<file path="src/rtl/reg_write_arbiter.sv">
// Round-robin arbiter sharing the register-file write port between ALU, load unit and debug host.
// Registered write stage with one-hot select plus a saturating contention counter.
module reg_write_arbiter #(
  parameter int unsigned DATA_W   = 16,
  parameter int unsigned ZERO_REG = 1
) (
  input  logic              clk,
  input  logic              rst,
  input  logic [2:0]        req_valid,
  output logic [2:0]        req_ready,
  input  logic [2:0]        req_addr0,
  input  logic [2:0]        req_addr1,
  input  logic [2:0]        req_addr2,
  input  logic [DATA_W-1:0] req_data0,
  input  logic [DATA_W-1:0] req_data1,
  input  logic [DATA_W-1:0] req_data2,
  input  logic              wr_stall,
  output logic              wr_en,
  output logic [2:0]        wr_addr,
  output logic [7:0]        wr_sel,
  output logic [DATA_W-1:0] wr_data,
  output logic [2:0]        grant,
  output logic [7:0]        conflict_cnt
);

  localparam int unsigned N_REQ = 3;
  localparam int unsigned CNT_W = 8;

  logic [1:0]        r_ptr;
  logic              r_wr_en;
  logic [2:0]        r_wr_addr;
  logic [7:0]        r_wr_sel;
  logic [DATA_W-1:0] r_wr_data;
  logic [2:0]        r_grant;
  logic [CNT_W-1:0]  r_conflict_cnt;

  logic [1:0]        w_win_idx;
  logic              w_win_vld;
  logic [2:0]        w_ready;
  logic [2:0]        w_addr;
  logic [DATA_W-1:0] w_data;
  logic [7:0]        w_sel;
  logic              w_conflict;
  logic [2:0]        w_cand;

  // Search ptr, ptr+1, ptr+2; walking backwards lets the nearest valid requester win.
  always_comb begin
    w_win_idx = r_ptr;
    w_win_vld = 1'b0;
    w_cand    = 3'd0;
    for (int k = N_REQ - 1; k >= 0; k--) begin
      w_cand = 3'({1'b0, r_ptr}) + 3'(k);
      if (w_cand >= 3'd3) w_cand = w_cand - 3'd3;
      if (req_valid[w_cand[1:0]]) begin
        w_win_idx = w_cand[1:0];
        w_win_vld = 1'b1;
      end
    end
  end

  always_comb begin
    w_addr = req_addr0;
    w_data = req_data0;
    case (w_win_idx)
      2'd1:    begin w_addr = req_addr1; w_data = req_data1; end
      2'd2:    begin w_addr = req_addr2; w_data = req_data2; end
      default: begin w_addr = req_addr0; w_data = req_data0; end
    endcase
  end

  always_comb begin
    w_ready = 3'd0;
    if (w_win_vld && !wr_stall) w_ready = 3'd1 << w_win_idx;
  end

  // r0 writes are accepted but never strobed when register 0 is hard-wired.
  always_comb begin
    w_sel = 8'd1 << w_addr;
    if ((ZERO_REG != 0) && (w_addr == 3'd0)) w_sel = 8'd0;
  end

  assign w_conflict = (req_valid[0] & req_valid[1]) | (req_valid[0] & req_valid[2]) |
                      (req_valid[1] & req_valid[2]);

  always_ff @(posedge clk) begin
    if (rst) begin
      r_ptr          <= 2'd0;
      r_wr_en        <= 1'b0;
      r_wr_addr      <= 3'd0;
      r_wr_sel       <= 8'd0;
      r_wr_data      <= '0;
      r_grant        <= 3'd0;
      r_conflict_cnt <= '0;
    end else begin
      if (w_conflict && (r_conflict_cnt != {CNT_W{1'b1}}))
        r_conflict_cnt <= r_conflict_cnt + CNT_W'(1);
      if (!wr_stall) begin
        if (w_win_vld) begin
          r_wr_en   <= 1'b1;
          r_wr_addr <= w_addr;
          r_wr_data <= w_data;
          r_wr_sel  <= w_sel;
          r_grant   <= w_ready;
          r_ptr     <= (w_win_idx == 2'd2) ? 2'd0 : w_win_idx + 2'd1;
        end else begin
          r_wr_en  <= 1'b0;
          r_wr_sel <= 8'd0;
          r_grant  <= 3'd0;
        end
      end
    end
  end

  assign req_ready    = w_ready;
  assign wr_en        = r_wr_en;
  assign wr_addr      = r_wr_addr;
  assign wr_sel       = r_wr_sel;
  assign wr_data      = r_wr_data;
  assign grant        = r_grant;
  assign conflict_cnt = r_conflict_cnt;

endmodule

</file>
<file path="config.mk">
export PLATFORM = sky130hd
export DESIGN_NAME = reg_write_arbiter
export DESIGN_NICKNAME = d
export VERILOG_FILES = /design/src/rtl/reg_write_arbiter.sv
export SDC_FILE = /design/constraint.sdc
export NUM_CORES = 1
export LEC_CHECK = 0
export ABC_AREA = 0
export ABC_CLOCK_PERIOD_IN_PS = 7200
export CORE_ASPECT_RATIO = 0.6
export CORE_MARGIN = 1
export CORE_UTILIZATION = 44
export DETAILED_ROUTE_END_ITERATION = 6
export HOLD_SLACK_MARGIN = 0.05
export PLACE_DENSITY_LB_ADDON = 0.12
export SKIP_CTS_REPAIR_TIMING = 1
export SLEW_MARGIN = 20
export SYNTH_ARGS = -nofsm -noshare
export SYNTH_HDL_FRONTEND = slang
export SYNTH_SLANG_ARGS = --single-unit
</file>
<file path="constraint.sdc">
create_clock -name clk -period 7.2 [get_ports clk]
set_input_delay 0.72 -clock clk [delete_from_list [all_inputs] [get_ports clk]]
set_output_delay 0.72 -clock clk [all_outputs]
set_load 0.1 [all_outputs]
</file>
# Word level (Yosys, flattened, before mapping)
# Cells that the tools add are included.
# op_classes
n_reduce_logical	5
multipliers	0
n_addsub	7
mux	23
bitwise_logic	6
eq_ne	3
div	0
shifts	2
order_cmp	6
# op_table
cell	count
one-hot mux 16 bit (2 select lines)	1
two-way mux 8 bit	2
two-way mux 2 bit	7
less-than comparator 2 x 3 -> 1 bit, second input constant	3
adder 8 x 1 -> 8 bit, second input constant	1
!= test 8 bit, second input constant	1
<< shifter 1 x 3 -> 8 bit, first input constant	1
two-way mux 1 bit	7
binary-select mux 1 bit (select 2 bit)	3
greater-or-equal comparator 3 x 2 -> 1 bit, second input constant	2
two-way mux 3 bit	2
one-hot mux 3 bit (2 select lines)	1
subtractor 2 bit, second input constant	3
adder 2 x 1 -> 3 bit, second input constant	1
adder 2 x 2 -> 3 bit, second input constant	1
bitwise AND 1 bit	3
zero test 3 bit	1
<< shifter 1 x 2 -> 3 bit, first input constant	1
adder 2 x 1 -> 2 bit, second input constant	1
== test 2 x 1 -> 1 bit, second input constant	1
== test 2 bit, second input constant	1
greater-or-equal comparator 2 bit, second input constant	1
logical AND 1 bit	2
bitwise OR 1 bit	2
other kinds (3)	3
# word_totals
memories	0
ramBits	0
latch_bits	0
out_inout_bits	42
reg_bits	41
inputBits	63
rom_bits	0

# Depth between registers and ports, before layout
# depth
word_depth	13
ltp_mapped	14
depth_no_buf	12

# Least setup slack after synthesis
# OpenSTA, ideal clock, no wires.
# synth_timing
path_kind	register -> output
startpoint	register r_ptr[0]
endpoint	output port req_ready[2]
arrival_ps	3987
path_stages_with_launch	14
path_buffers	3
required_ps	6480
slack_ps	2493
path_cell_list	dfxtp_1 inv_1 ha_1 buf_2 a21bo_1 a21oi_2 nor2_1 a221o_1 a22oi_1 ha_1 clkbuf_1 clkbuf_1 inv_1 nor2_1
# synth_between
elab_chain_cells	10
word_cells_on_any_way	26
# synth_rtl
item	line	source
start, declared	29	logic [1:0] r_ptr;
start signal, assigned	104	r_ptr <= (w_win_idx == 2'd2) ? 2'd0 : w_win_idx + 2'd1;
adder 2 x 2 -> 3 bit	52	w_cand = 3'({1'b0, r_ptr}) + 3'(k);
greater-or-equal comparator 3 x 2 -> 1 bit or subtractor 2 bit (tied branches)	53	if (w_cand >= 3'd3) w_cand = w_cand - 3'd3;
two-way mux 2 bit	53	
binary-select mux 1 bit (select 2 bit)	54	if (req_valid[w_cand[1:0]]) begin
two-way mux 1 bit (implied by the code)	54	
two-way mux 2 bit or two-way mux 1 bit (tied branches) (3 in series)	54	
<< shifter 1 x 2 -> 3 bit or logical AND 1 bit (tied branches)	73	if (w_win_vld && !wr_stall) w_ready = 3'd1 << w_win_idx;
two-way mux 3 bit (*)	73	
end, declared	10	output logic [2:0] req_ready,
# Mark *: on every way between the ends. The rest lies on a longest branch, timed or not. The select of a mux whose other input is x is not followed.

# Worst setup path after layout
# layout_timing
startpoint	input port req_valid[0]
endpoint	output port req_ready[2]
# layout_between
elab_chain_cells	7
word_cells_on_any_way	15
# layout_rtl
item	line	source
start, declared	9	input logic [2:0] req_valid,
binary-select mux 1 bit (select 2 bit)	54	
two-way mux 1 bit (implied by the code)	54	
two-way mux 2 bit or two-way mux 1 bit (tied branches) (3 in series)	54	
<< shifter 1 x 2 -> 3 bit or logical AND 1 bit (tied branches)	73	
two-way mux 3 bit (*)	73	
# Marked as above.

==> flow_summary.json <==
{
  "wl_met3_um": 627,
  "final_cell_mix": "clkdlybuf4s50_1 (103), dfxtp_1 (40), nor2_1 (39)",
  "syn_area_um2": 2220,
  "power_density_nw_per_um2": 354,
  "htree_levels": 2,
  "path_clk_slew_ns": 0.07,
  "dr.pass1.iters": 4,
  "instances_no_fill": 422,
  "antenna_found_initial": 0,
  "setup.worst_path.start_class": "input pin",
  "timing.final.crit_share": 0.736,
  "setup_viol": 0,
  "io_pins": 105,
  "synth_compound_area_frac": 0.282,
  "synth_xor_xnor_area_share": 0.0236,
  "worstPathRequired_ns": 6.48,
  "grt_pass1_vias": 1994,
  "synth_top_family_by_area": "compound AO/OA/AOI/OAI gates",
  "grt_usage": 0.219,
  "wirelength_met1_um": 2770,
  "fp.dieArea_um2": 5350,
  "worst_pin_slew_ns": 1.01,
  "std_cell_rows": 19,
  "avgSynthCellArea_um2": 8.39,
  "ys_ff_latch": 40,
  "final_nets": 430,
  "place.port_buffers": 103,
  "wl_per_cell_um": 13.9,
  "worst-setup-path-type": "in2out",
  "grt_pass1_wl_um": 9210,
  "ctsRootBufferMaster": "clkbuf_8",
  "cap_violations": 0,
  "drc_errors": 0,
  "synth.yosys.seq_area_share": 0.360,
  "syn_nets": 337,
  "synth_cell_types": 46,
  "synth_top_area_frac": 0.360,
  "start_util": 0.473,
  "grt_setup_unrepaired": "false",
  "status": "completed",
  "grt_max_degree": 45,
  "die_w_um": 93.8,
  "yosys_warnings": 0,
  "synthTopCellsByArea": "dfxtp_1 (36%), a22oi_1 (6.7%), nor2_1 (6.6%), a211o_1 (6.3%), nand2_1 (5.2%)",
  "routed.top_layer": "met4",
  "drt_iter0_drc": 91,
  "drt-total-wl_um": 5850,
  "end_kind": "primary output",
  "synth-edff-count": 0,
  "crit_fanout": 20,
  "grt_overflow": 0,
  "hp-class": "reg2reg",
  "place_congestion": 0.846,
  "tns_ns": 0,
  "area_growth_pct": 50.1,
  "coreArea_um2": 4710,
  "seqCellArea_um2": 801,
  "clock_latency_ns": 0.29,
  "synthSimpleGateAreaFrac": 0.184,
  "p_leak_nw": 1.27,
  "hold_viol_final": 0,
  "yosysTopAreaCell": "dfxtp_1",
  "final_max_slew_viol_count": 0,
  "dominantRegCellSynth": "dfxtp_1",
  "synth_mux_area_frac": 0.0270,
  "dp.final_hpwl_um": 4150,
  "diodes": 0,
  "synthArstFlopShare": 0,
  "multiInputGateArea_um2": 1280,
  "fill_cells": 387,
  "drive_gt1_frac": 0.0585,
  "clock_skew_ns": 0.00296,
  "wl_met2_um": 2430,
  "layout_commonest_cell": "clkdlybuf4s50_1",
  "cts_max_path_buffers": 2,
  "fmax_mhz": 189,
  "worst_hold_slack_ns": 0.455,
  "critical_path_arrival_ns": 4.58,
  "die_h_um": 57.1,
  "routed_via_density": 5.27,
  "dp.cells": 414,
  "syn_inst": 265,
  "cts_made_buffers": 5,
  "p_total_mw": 1.18,
  "synth_fa_ha_area_frac": 0.0551,
  "ant_nets": 0,
  "vdd_drop_max_v": 0.000197,
  "slew_headroom": 0.323,
  "period_minus_slack_ns": 5.30,
  "cts_tree": "done",
  "vias": 2226,
  "clock-sinks": 40
}
stage by stage:
step	util	setup WS, ns	instance area [um^2]
after global routing	0.709	1.70	3340
final	0.709	1.90	3340
after CTS	0.709	1.91	3340
after detailed placement	0.690	1.92	3250
after floorplan	-	2.49	2220
after global placement	0.690	1.96	3250
critical path, stage by stage:
cell and delay [ns]:
clkdlybuf4s50_1 0.54, a21bo_1 0.23, a21oi_2 0.24, nor2_1 0.08, a221o_1 0.34, a22oi_1 0.28, ha_1 0.74, inv_1 0.13
nor2_1 0.13, clkdlybuf4s50_1 1.13
power by group:
group | internal (mW) | total, mW | switching [mW] | leakage, nW
Sequential | 0.263 | 0.285 | 0.0221 | 0.327
Combinational | 0.219 | 0.745 | 0.527 | 0.890
Clock | 0.0765 | 0.153 | 0.0766 | 0.0510
Total | 0.558 | 1.18 | 0.626 | 1.27
synth_stat cells, types with 2 or more instances:
| cell type | n |
|---|---|
| a211o_1 | 16 |
| a21boi_2 | 2 |
| a21oi_1 | 21 |
| a22oi_1 | 20 |
| buf_4 | 2 |
| buf_6 | 4 |
| clkbuf_1 | 13 |
| dfxtp_1 | 40 |
| ha_1 | 9 |
| inv_1 | 8 |
| mux2i_1 | 6 |
| nand2_1 | 31 |
| nand2b_1 | 4 |
| nand3_1 | 4 |
| nand3b_1 | 2 |
| nor2_1 | 39 |
| nor2b_1 | 3 |
| nor3_1 | 2 |
| o22ai_1 | 4 |
| o2bb2a_1 | 3 |
| o32ai_1 | 3 |
| xnor2_1 | 2 |
| xor2_1 | 4 |
per-layer routing:
metal | GRT usage | vias to the layer above
li1 | - | 1126
met1 | 0.302 | 1006
met2 | 0.319 | 92
met3 | 0.0840 | 2
met4 | 0.0615 | 0
met5 | 0 | -
worst paths after layout:
path	startpoint	to	slack, ns	cells past startpoint
max	req_valid[0]	req_ready[2]	1.90	10
min reg2reg	wr_data[7]$_SDFFE_PP0P_	wr_data[7]$_SDFFE_PP0P_	0.46	2
max reg2reg	r_ptr[0]$_SDFFE_PP0P_	wr_sel[3]$_SDFFE_PP0N_	3.17	12
min	wr_data[7]$_SDFFE_PP0P_	wr_data[7]$_SDFFE_PP0P_	0.46	2
logic make-up (layout without fill, tap and decap cells):
family                   count (synthesis)  in the layout
AO/OA/AOI/OAI                           81             81
XOR/XNOR                                 6              6
adder cells (fa/ha/maj)                 10             10
buffers and inverters                   29            123
flip-flops                              40             40
multiplexers                             6              6
other                                    1              1
AND/OR/NAND/NOR                         92             92
cell type report:
class                           count  area share
Clock inverter                      2     0.00300
Multi-Input combinational cell    196       0.382
Clock buffer                        6      0.0247
Inverter                            8     0.00899
Timing Repair Buffer              107       0.318
Sequential cell                    40       0.240
Tap cell                           63      0.0236
sequential cells by signal, indices dropped and copies added (netlist names):
signal / count
wr_sel: 7
wr_data: 16
grant: 3
r_ptr: 2
conflict_cnt: 8
wr_en: 1
wr_addr: 3
Note: power is estimated with default switching activity, not from simulation.
